<file path="src/rtl/i2c_slave_regfile.sv">
// i2c_slave_regfile
//   I2C target with a small internal register file, running entirely on CLK.
//   SCL/SDA are synchronised, glitch filtered and edge detected. The target
//   decodes START, repeated START and STOP. It accepts a register index, then
//   takes burst writes or gives burst reads. The index auto-increments and
//   wraps to 0 after the last register.
//
// Ports
//   CLK      system clock (at least 16x the SCL rate)
//   RST_N    asynchronous reset, active low
//   SCL_IN   SCL pad input (asynchronous)
//   SDA_IN   SDA pad input (asynchronous)
//   SDA_OE   1 = pull SDA low, 0 = release (open-drain pad control)
//   REG_OUT  flat register file, register k occupies [8k+7:8k]
//   WR_STB   one-CLK pulse for each register written by the master
//   WR_IDX   index of the register written, valid with WR_STB
//   BUSY     high from own-address match until STOP or a NACK exit
module i2c_slave_regfile #(
  parameter logic [6:0] DEV_ADDR   = 7'h27,
  parameter int         NUM_REGS   = 4,
  parameter int         FILTER_LEN = 3,
  parameter logic [7:0] RST_VAL    = 8'h00
) (
  input  logic                  CLK,
  input  logic                  RST_N,
  input  logic                  SCL_IN,
  input  logic                  SDA_IN,
  output logic                  SDA_OE,
  output logic [NUM_REGS*8-1:0] REG_OUT,
  output logic                  WR_STB,
  output logic [7:0]            WR_IDX,
  output logic                  BUSY
);

  localparam int         CW         = (FILTER_LEN > 1) ? $clog2(FILTER_LEN) : 1;
  localparam int         IW         = (NUM_REGS > 1) ? $clog2(NUM_REGS) : 1;
  localparam logic [8:0] NUM_REGS_W = 9'(NUM_REGS);
  localparam logic [7:0] LAST_IDX   = 8'(NUM_REGS - 1);

  typedef enum logic [3:0] {
    IDLE, ADDR, ADDR_ACK, IDX, IDX_ACK, WR, WR_ACK, RD, RD_ACK
  } state_t;

  // ---------------------------------------------------------------------------
  // Input conditioning: line 0 = SCL, line 1 = SDA.
  // A new level is accepted only after FILTER_LEN consecutive synchronised
  // samples disagree with the current filtered level. The total latency is
  // therefore 2 + FILTER_LEN clocks.
  // ---------------------------------------------------------------------------
  logic [1:0] pad_in;
  logic [1:0] filt_bus;
  logic [1:0] prev_bus;

  assign pad_in = {SDA_IN, SCL_IN};

  genvar gi;
  generate
    for (gi = 0; gi < 2; gi++) begin : g_cond
      logic          sync1_q, sync2_q, filt_q, prev_q;
      logic          filt_d;
      logic [CW-1:0] cnt_q, cnt_d;

      always_comb begin
        cnt_d  = '0;
        filt_d = filt_q;
        if (sync2_q != filt_q) begin
          if (cnt_q == CW'(FILTER_LEN - 1)) begin
            filt_d = sync2_q;
          end else begin
            cnt_d = cnt_q + 1'b1;
          end
        end
      end

      // Both lines idle high, so the reset level avoids spurious edges.
      always_ff @(posedge CLK or negedge RST_N) begin
        if (!RST_N) begin
          sync1_q <= 1'b1;
          sync2_q <= 1'b1;
          filt_q  <= 1'b1;
          prev_q  <= 1'b1;
          cnt_q   <= '0;
        end else begin
          sync1_q <= pad_in[gi];
          sync2_q <= sync1_q;
          filt_q  <= filt_d;
          prev_q  <= filt_q;
          cnt_q   <= cnt_d;
        end
      end

      assign filt_bus[gi] = filt_q;
      assign prev_bus[gi] = prev_q;
    end
  endgenerate

  logic scl_f, sda_f, scl_p, sda_p;
  logic scl_rise, scl_fall, start_cond, stop_cond;

  assign scl_f      = filt_bus[0];
  assign sda_f      = filt_bus[1];
  assign scl_p      = prev_bus[0];
  assign sda_p      = prev_bus[1];
  assign scl_rise   = scl_f & ~scl_p;
  assign scl_fall   = ~scl_f & scl_p;
  assign start_cond = scl_f & scl_p & sda_p & ~sda_f;
  assign stop_cond  = scl_f & scl_p & ~sda_p & sda_f;

  // ---------------------------------------------------------------------------
  // Protocol state
  // ---------------------------------------------------------------------------
  state_t     state_q, state_d;
  logic [2:0] bit_cnt_q, bit_cnt_d;
  logic [7:0] shift_q, shift_d;
  logic [7:0] index_q, index_d;
  logic       ack_phase_q, ack_phase_d;  // 0: ACK slot not yet opened
  logic       rw_q, rw_d;
  logic       nack_q, nack_d;            // IDX_ACK: index rejected; RD_ACK: master bit
  logic       sda_oe_q, sda_oe_d;
  logic       busy_q, busy_d;
  logic       wr_stb_q, wr_stb_d;
  logic [7:0] wr_idx_q, wr_idx_d;
  logic [7:0] regs_q [NUM_REGS];
  logic [7:0] regs_d [NUM_REGS];

  logic [7:0] rx_byte;
  logic [7:0] next_idx;
  logic [7:0] rd_cur;
  logic [7:0] rd_next;

  assign rx_byte  = {shift_q[6:0], sda_f};
  assign next_idx = (index_q == LAST_IDX) ? 8'd0 : index_q + 8'd1;
  assign rd_cur   = regs_q[index_q[IW-1:0]];
  assign rd_next  = regs_q[next_idx[IW-1:0]];

  // Each ACK state sees two SCL falls. The first one ends the 8th bit and
  // opens the ACK slot. The second one ends the 9th clock and moves on.
  always_comb begin
    state_d     = state_q;
    bit_cnt_d   = bit_cnt_q;
    shift_d     = shift_q;
    index_d     = index_q;
    ack_phase_d = ack_phase_q;
    rw_d        = rw_q;
    nack_d      = nack_q;
    sda_oe_d    = sda_oe_q;
    busy_d      = busy_q;
    wr_stb_d    = 1'b0;
    wr_idx_d    = wr_idx_q;
    regs_d      = regs_q;

    if (stop_cond) begin
      state_d  = IDLE;
      sda_oe_d = 1'b0;
      busy_d   = 1'b0;
    end else if (start_cond) begin
      state_d   = ADDR;
      bit_cnt_d = 3'd0;
      sda_oe_d  = 1'b0;
    end else begin
      case (state_q)
        ADDR: begin
          if (scl_rise) begin
            shift_d   = rx_byte;
            bit_cnt_d = bit_cnt_q + 3'd1;
            if (bit_cnt_q == 3'd7) begin
              if (rx_byte[7:1] == DEV_ADDR) begin
                state_d     = ADDR_ACK;
                busy_d      = 1'b1;
                rw_d        = rx_byte[0];
                ack_phase_d = 1'b0;
              end else begin
                state_d = IDLE;
                busy_d  = 1'b0;
              end
            end
          end
        end

        ADDR_ACK: begin
          if (scl_fall) begin
            if (!ack_phase_q) begin
              sda_oe_d    = 1'b1;
              ack_phase_d = 1'b1;
            end else if (rw_q) begin
              // Read: the first data bit replaces the ACK on this same fall.
              state_d   = RD;
              shift_d   = rd_cur;
              sda_oe_d  = ~rd_cur[7];
              bit_cnt_d = 3'd0;
            end else begin
              state_d   = IDX;
              sda_oe_d  = 1'b0;
              bit_cnt_d = 3'd0;
            end
          end
        end

        IDX: begin
          if (scl_rise) begin
            shift_d   = rx_byte;
            bit_cnt_d = bit_cnt_q + 3'd1;
            if (bit_cnt_q == 3'd7) begin
              state_d     = IDX_ACK;
              ack_phase_d = 1'b0;
              if ({1'b0, rx_byte} >= NUM_REGS_W) begin
                nack_d = 1'b1;
              end else begin
                nack_d  = 1'b0;
                index_d = rx_byte;
              end
            end
          end
        end

        IDX_ACK: begin
          if (scl_fall) begin
            if (!ack_phase_q) begin
              sda_oe_d    = ~nack_q;
              ack_phase_d = 1'b1;
            end else begin
              sda_oe_d = 1'b0;
              if (nack_q) begin
                state_d = IDLE;
                busy_d  = 1'b0;
              end else begin
                state_d   = WR;
                bit_cnt_d = 3'd0;
              end
            end
          end
        end

        WR: begin
          // The register is committed only when the 8th bit arrives. A byte
          // that is cut short by START or STOP therefore leaves no trace.
          if (scl_rise) begin
            shift_d   = rx_byte;
            bit_cnt_d = bit_cnt_q + 3'd1;
            if (bit_cnt_q == 3'd7) begin
              regs_d[index_q[IW-1:0]] = rx_byte;
              wr_stb_d    = 1'b1;
              wr_idx_d    = index_q;
              state_d     = WR_ACK;
              ack_phase_d = 1'b0;
            end
          end
        end

        WR_ACK: begin
          if (scl_fall) begin
            if (!ack_phase_q) begin
              sda_oe_d    = 1'b1;
              ack_phase_d = 1'b1;
            end else begin
              sda_oe_d  = 1'b0;
              index_d   = next_idx;
              state_d   = WR;
              bit_cnt_d = 3'd0;
            end
          end
        end

        RD: begin
          if (scl_fall) begin
            if (bit_cnt_q == 3'd7) begin
              sda_oe_d = 1'b0;
              state_d  = RD_ACK;
            end else begin
              sda_oe_d  = ~shift_q[6];
              shift_d   = {shift_q[6:0], 1'b0};
              bit_cnt_d = bit_cnt_q + 3'd1;
            end
          end
        end

        RD_ACK: begin
          if (scl_rise) begin
            nack_d = sda_f;
          end else if (scl_fall) begin
            if (nack_q) begin
              state_d = IDLE;
              busy_d  = 1'b0;
            end else begin
              index_d   = next_idx;
              shift_d   = rd_next;
              sda_oe_d  = ~rd_next[7];
              bit_cnt_d = 3'd0;
              state_d   = RD;
            end
          end
        end

        default: ;
      endcase
    end
  end

  always_ff @(posedge CLK or negedge RST_N) begin
    if (!RST_N) begin
      state_q     <= IDLE;
      bit_cnt_q   <= 3'd0;
      shift_q     <= 8'd0;
      index_q     <= 8'd0;
      ack_phase_q <= 1'b0;
      rw_q        <= 1'b0;
      nack_q      <= 1'b0;
      sda_oe_q    <= 1'b0;
      busy_q      <= 1'b0;
      wr_stb_q    <= 1'b0;
      wr_idx_q    <= 8'd0;
      for (int i = 0; i < NUM_REGS; i++) begin
        regs_q[i] <= RST_VAL;
      end
    end else begin
      state_q     <= state_d;
      bit_cnt_q   <= bit_cnt_d;
      shift_q     <= shift_d;
      index_q     <= index_d;
      ack_phase_q <= ack_phase_d;
      rw_q        <= rw_d;
      nack_q      <= nack_d;
      sda_oe_q    <= sda_oe_d;
      busy_q      <= busy_d;
      wr_stb_q    <= wr_stb_d;
      wr_idx_q    <= wr_idx_d;
      regs_q      <= regs_d;
    end
  end

  assign SDA_OE = sda_oe_q;
  assign WR_STB = wr_stb_q;
  assign WR_IDX = wr_idx_q;
  assign BUSY   = busy_q;

  generate
    for (gi = 0; gi < NUM_REGS; gi++) begin : g_regout
      assign REG_OUT[8*gi +: 8] = regs_q[gi];
    end
  endgenerate

endmodule
</file>
<file path="config.mk">
export PLATFORM = sky130hd
export DESIGN_NAME = i2c_slave_regfile
export DESIGN_NICKNAME = d
export VERILOG_FILES = /design/src/rtl/i2c_slave_regfile.sv
export SDC_FILE = /design/constraint.sdc
export NUM_CORES = 1
export LEC_CHECK = 0
export CORE_UTILIZATION = 30
export DETAILED_ROUTE_END_ITERATION = 10
export PLACE_DENSITY = 0.58
export SLEW_MARGIN = 40
export SYNTH_ARGS = -nofsm -noshare
export SYNTH_HDL_FRONTEND = slang
export SYNTH_SLANG_ARGS = --single-unit
export TNS_END_PERCENT = 30
</file>
<file path="constraint.sdc">
create_clock -name CLK -period 2.8 [get_ports CLK]
set_input_delay 0.84 -clock CLK [delete_from_list [all_inputs] [get_ports CLK]]
set_output_delay 0.84 -clock CLK [all_outputs]
set_load 0.02 [all_outputs]
</file>
==> flow_summary.json, run 1 <==
{
  "setup-tns-final_ps": 0,
  "die_area_sq_um": 16100,
  "rsz0062_at_grt": "no",
  "cp-start-kind": "flip-flop",
  "worstMarginPinSlew_ps": 612,
  "p_total_mw": 3.73,
  "min_path_type": "reg2reg",
  "status": "finished, final reports clean",
  "cts_tree": "built",
  "holdWs_ps": 355,
  "crit_end": "state_q[0]$_DFFE_PN0P_",
  "drive_gt1_share_pct": 14.3,
  "grt_pass1_vias": 4026,
  "htree_num_levels": 3,
  "r2r_cells": 6,
  "met1_length_um": 6030,
  "synth-edff-count": 0,
  "synth_cell_types": 69,
  "finalNonFillerCells": 732,
  "ys_async_sr_fraction_pct": 100,
  "worstPathRequired_ps": 3020,
  "dr.pass1.iters": 5,
  "rr_startpoint": "state_q[3]$_DFFE_PN0P_",
  "antenna_found_initial": 0,
  "critPathLaunch": "state_q[3]$_DFFE_PN0P_",
  "clockRootBuffer": "clkbuf_16",
  "post_cts_resized": 0,
  "grt-ovfl-total": 0,
  "hold_violations": 0,
  "min_period_over_period_pct": 89.1,
  "skew_ps": 11.7,
  "drtIter0Drc": 212,
  "highest_layer": "met4",
  "utilization_pct": 37.4,
  "fp.dieW_um": 127,
  "dp_cells": 716,
  "dp_slack_ps": 336,
  "syn_nets": 500,
  "fin_crit_ps": 2490,
  "routed-wl-met3_um": 577,
  "fin_nets": 549,
  "hold_depth": 0,
  "routed_via_density": 5.50,
  "drv_slew": 0,
  "syn_area_sq_um": 4680,
  "grt_max_degree": 50,
  "cts_sinks": 80,
  "cts_inserted_buffers": 9,
  "ant_nets": 0,
  "cts-hold-fix-buffers": 0,
  "p_leak_nw": 2.35,
  "dpl_cell_area_sq_um": 5410,
  "grt_use_total_pct": 17.1,
  "postCtsSetupBuffers": 0,
  "antenna_cells": 0,
  "io_pins": 47,
  "arrival_ps": 2720,
  "max_slew_margin_pct": 59.2,
  "clk-insertion-delay-late_ps": 350,
  "setup_viol": 0,
  "start_util_pct": 30.8,
  "avgRoutedWirePerCell_um": 17.6,
  "drv_cap": 0,
  "postRouteWirelength_um": 12900,
  "vdd.ir_drop.worst_v": 0.000261,
  "vias": 4027,
  "r2r_setup_slack_ps": 310,
  "gp_congestion": 0.856,
  "area_growth_pct": 21.6,
  "synthesis.instances": 490,
  "worstSetupPathType": "reg2reg",
  "coreArea_sq_um": 15200,
  "cts.clk_slew.worst_paths_ps": 50,
  "cellPowerDensity_nw_per_um2": 656,
  "core.rowCount": 45,
  "cts_buffer_depth": 2,
  "setup_slack_ps": 305,
  "cp_max_fo": 20,
  "ys.flop_type": "dfrtp_1",
  "hpwl_um": 8960,
  "final_cell_area_sq_um": 5690,
  "crit_path_end_kind": "flip-flop",
  "yosysSeqAreaShare_pct": 43.0,
  "yosysWarnings": 0,
  "fmax_ghz": 0.401,
  "synth-seq-cells": 80,
  "die_h_um": 127,
  "drc": 0,
  "wl_met2_um": 5870,
  "io_buffers": 46,
  "grt_pass1_wl_um": 21300,
  "synth.avg_cell_area_sq_um": 9.55,
  "reg2reg_to": "state_q[0]$_DFFE_PN0P_"
}
## worst min path at each step
| stage | start | end | slack, ps |
|---|---|---|---|
| global route | g_cond[1].sync1_q$_DFF_PN1_ | g_cond[1].sync2_q$_DFF_PN1_ | 360 |
| finish | g_cond[1].sync1_q$_DFF_PN1_ | g_cond[1].sync2_q$_DFF_PN1_ | 360 |
| global placement | g_cond[1].sync1_q$_DFF_PN1_ | g_cond[1].sync2_q$_DFF_PN1_ | 350 |
| detailed placement | g_cond[1].sync1_q$_DFF_PN1_ | g_cond[1].sync2_q$_DFF_PN1_ | 350 |
| CTS | g_cond[1].sync1_q$_DFF_PN1_ | g_cond[1].sync2_q$_DFF_PN1_ | 360 |
| floorplan | g_cond[0].sync1_q$_DFF_PN1_ | g_cond[0].sync2_q$_DFF_PN1_ | 350 |
## state kept, by name, summed over array words and instances, names as in the netlist
| name | flops |
|---|---|
| BUSY | 1 |
| REG_OUT | 32 |
| SDA_OE | 1 |
| WR_IDX | 8 |
| WR_STB | 1 |
| ack_phase_q | 1 |
| bit_cnt_q | 3 |
| g_cond.cnt_q | 4 |
| g_cond.filt_q | 2 |
| g_cond.prev_q | 2 |
| g_cond.sync1_q | 2 |
| g_cond.sync2_q | 2 |
| index_q | 8 |
| nack_q | 1 |
| rw_q | 1 |
| shift_q | 7 |
| state_q | 4 |
## cell type report
cell class / instances / area [sq um]
Sequential cell: 80 / 2010
Timing Repair Buffer: 71 / 658
Clock buffer: 12 / 236
Fill cell: 1536 / 9510
Inverter: 14 / 52.6
Tap cell: 188 / 235
Clock inverter: 4 / 47.5
Multi-Input combinational cell: 363 / 2450
## logic make-up (layout without fill, tap and decap cells)
kind of cell,Yosys count,in the layout,synth area share (%)
AND/OR/NAND/NOR,186,186,20.4
AO/OA/AOI/OAI,121,121,16.8
flip-flops,80,80,43.0
multiplexers,47,47,12.9
buffers and inverters,47,101,4.68
adder cells (fa/ha/maj),6,6,1.60
XOR/XNOR,3,3,0.562
## routing by layer
| metal | vias up | track usage, % |
|---|---|---|
| met5 | - | 0 |
| met1 | 1986 | 23.1 |
| met4 | 0 | 10.2 |
| li1 | 1875 | - |
| met2 | 141 | 25.9 |
| met3 | 25 | 2.66 |
## Yosys cell counts (8+ instances only)
cell / n / share of area [%]
o21ai_1: 22 / 2.4
nor3_1: 11 / 1.2
a21oi_1: 20 / 2.1
dfrtp_1: 72 / 39
nor2b_1: 9 / 1.2
a31oi_1: 10 / 1.3
inv_1: 12 / 0.96
clkbuf_1: 10 / 0.80
mux2_1: 18 / 4.3
nand2b_1: 12 / 1.6
mux2_2: 8 / 1.9
buf_2: 16 / 1.7
nand2_1: 69 / 5.5
mux4_2: 8 / 3.9
nor2_1: 33 / 2.6
dfstp_2: 8 / 4.5
mux2i_1: 13 / 2.8
a22oi_1: 8 / 1.3
o21ai_0: 17 / 1.8
## cell usage in the layout (no fill, tap or decap), drive strengths merged, types with 2 or more instances in the layout
| cell | netlist | layout |
|---|---|---|
| a31oi | 10 | 10 |
| buf | 23 | 26 |
| mux2 | 26 | 26 |
| clkdlybuf4s50 | 0 | 45 |
| clkinv | 0 | 2 |
| nand3 | 6 | 6 |
| a21oi | 20 | 20 |
| dfrtp | 72 | 72 |
| or3b | 2 | 2 |
| o31ai | 3 | 3 |
| o21ai | 40 | 40 |
| nor4b | 2 | 2 |
| o211ai | 7 | 7 |
| and3 | 5 | 5 |
| or4b | 7 | 7 |
| nand2 | 72 | 72 |
| ha | 6 | 6 |
| clkbuf | 10 | 12 |
| or3 | 5 | 5 |
| nor4 | 3 | 3 |
| xnor2 | 2 | 2 |
| a22oi | 8 | 8 |
| nor3 | 11 | 11 |
| inv | 14 | 14 |
| a21boi | 2 | 2 |
| a22o | 7 | 7 |
| dfstp | 8 | 8 |
| mux2i | 13 | 13 |
| nor2 | 35 | 35 |
| nor2b | 9 | 9 |
| nand2b | 12 | 12 |
| a31o | 3 | 3 |
| o2bb2ai | 2 | 2 |
| o22ai | 3 | 3 |
| nor3b | 7 | 7 |
| or4 | 2 | 2 |
| mux4 | 8 | 8 |
| nand4 | 4 | 4 |
| a211oi | 5 | 5 |
## worst max-delay path: stages (launching register included)
cell	delay, ps
dfrtp_1	710
or3b_1	460
a21boi_1	180
o32ai_2	330
nor3_1	130
o21ai_2	220
mux2_1	350
## report_power, final
group          internal (mW)  leakage (nW)  switching [mW]  total (mW)
clock network          0.688         0.137           0.457        1.15
registers               1.28          1.08           0.164        1.44
logic                  0.480          1.13           0.662        1.14
Note: power is estimated with default switching activity, not from simulation.
==> inputs of run 2 (changes only) <==
- PLACE_DENSITY: 0.58 -> 0.6
- clock period: 2.8 -> 2.24 ns (I/O delays scaled with it)
==> flow_summary.json, run 2 (same netlist as run 1, synthesis figures left out) <==
{
  "status": "finished, final reports clean",
  "antenna_cells": 0,
  "final_common_cell": "dfrtp_1",
  "grt_max_degree": 54,
  "r2r_setup_slack_ps": 70,
  "worstPathRequired_ps": 2470,
  "skew_ps": 10.2,
  "die_h_um": 127,
  "p_total_mw": 5.06,
  "fp.dieW_um": 127,
  "cts_tree": "built",
  "gp_congestion": 0.875,
  "vias": 4078,
  "critPathSlowestCell": "dfrtp_2",
  "drc": 0,
  "antenna_found_initial": 0,
  "cts_buffer_depth": 2,
  "min_path_type": "in2async",
  "hold_violations": 0,
  "max_slew_margin_pct": 71.8,
  "fin_nets": 583,
  "crit_chain": "or3b_4 -> a21boi_1 -> o32ai_2 -> nor3_2 -> o21ai_2 -> mux2_1",
  "fin_crit_ps": 2170,
  "p_leak_nw": 2.55,
  "use_met2_pct": 27.3,
  "cts-hold-fix-buffers": 0,
  "finalNonFillerCells": 766,
  "cp-start-kind": "flip-flop",
  "cellPowerDensity_nw_per_um2": 839,
  "area_growth_pct": 29.0,
  "routed_via_density": 5.32,
  "io_pins": 47,
  "fmax_ghz": 0.462,
  "grt_pass1_wl_um": 21700,
  "arrival_ps": 2400,
  "setup-tns-final_ps": 0,
  "grt_use_total_pct": 17.6,
  "largest_reg_flops": 32,
  "core.rowCount": 45,
  "worstSetupPathType": "reg2reg",
  "ant_nets": 0,
  "avgRoutedWirePerCell_um": 17.5,
  "cts.clk_slew.worst_paths_ps": 60,
  "met1_usage_pct": 23.6,
  "crit_path_end_kind": "flip-flop",
  "cts_inserted_buffers": 9,
  "holdWs_ps": 248,
  "drtIter0Drc": 226,
  "mostFrequentLayoutCells": "dfrtp_1 (70), nand2_1 (69), buf_4 (54)",
  "hpwl_um": 9640,
  "fill_cells": 1520,
  "busiest_layer": "met2",
  "cp_max_fo": 7,
  "worstMarginPinSlew_ps": 421,
  "drv_cap": 0,
  "slowest_delay_ps": 450,
  "coreArea_sq_um": 15200,
  "drive_gt1_share_pct": 20.8,
  "htree_num_levels": 3,
  "grt_pass1_vias": 3994,
  "postRouteWirelength_um": 13400,
  "start_util_pct": 30.8,
  "min_period_over_period_pct": 96.7,
  "clockRootBuffer": "clkbuf_16",
  "grt-ovfl-total": 0,
  "cts_sinks": 80,
  "dp_cells": 744,
  "dr.pass1.iters": 5,
  "die_area_sq_um": 16100,
  "drv_slew": 0,
  "setup_viol": 0,
  "vdd.ir_drop.worst_v": 0.000332,
  "clk-insertion-delay-late_ps": 350,
  "io_buffers": 46,
  "met3_usage_pct": 2.57
}
-- run 2: final timing paths --
check / start / end / cells after the start
worst max register to register: state_q[1]$_DFFE_PN0P_ / state_q[0]$_DFFE_PN0P_ / 6
worst min register to register: g_cond[0].sync1_q$_DFF_PN1_ / g_cond[0].sync2_q$_DFF_PN1_ / 0
min in group CLK: g_cond[0].sync1_q$_DFF_PN1_ / g_cond[0].sync2_q$_DFF_PN1_ / 0
worst max-delay path: state_q[1]$_DFFE_PN0P_ / state_q[0]$_DFFE_PN0P_ / 6
max in group asynchronous: RST_N / g_cond[0].sync1_q$_DFF_PN1_ / 2
worst min-delay path: RST_N / REG_OUT[12]$_DFFE_PN0P_ / 1
-- run 2: cell type report --
type | instances | area [sq um] | share of cell area [%]
Timing Repair Buffer | 105 | 952 | 15.8
Clock inverter | 6 | 82.6 | 1.37
Clock buffer | 10 | 239 | 3.96
Sequential cell | 80 | 2010 | 33.4
Multi-Input combinational cell | 363 | 2460 | 40.7
Tap cell | 188 | 235 | 3.90
Inverter | 14 | 52.6 | 0.871
-- run 2: repair_timing --
item                       CTS  global route
gates resized for setup      0             6
buffers inserted             0             6
setup endpoints to repair    0            10
-- run 2: per-layer routing --
| metal | part of all wire (%) | up-vias |
|---|---|---|
| met1 | 47 | 1982 |
| met5 | 0 | - |
| met2 | 45 | 133 |
| li1 | - | 1937 |
| met3 | 4.5 | 26 |
| met4 | 2.8 | 0 |
-- run 2: where the power goes --
group	total [mW]	internal [mW]	switching (mW)
logic	1.73	0.769	0.961
registers	1.73	1.60	0.127
clock network	1.60	1.00	0.602
-- run 2: worst max-delay path: cells and delay by family, from the launching register on --
kind	cells	cell delay, ps
flops	1	450
simple gates	2	500
mux	1	350
compound gates	3	750
-- run 2: through the flow --
step                      utilization (%)  setup WS [ps]  area, sq um
final                                39.7           74.0         6030
after global routing                 39.7          -12.4         6030
after CTS                            39.3           34.9         5970
after detailed placement             37.2           60.6         5650
after global placement               37.2            101         5650
after floorplan                         -           17.2         4680
==> inputs of run 3 (changes only) <==
- TNS_END_PERCENT: 30 -> 100
==> results of run 3 <==
The final DEF is identical to that of run 2; final timing and power are the same.
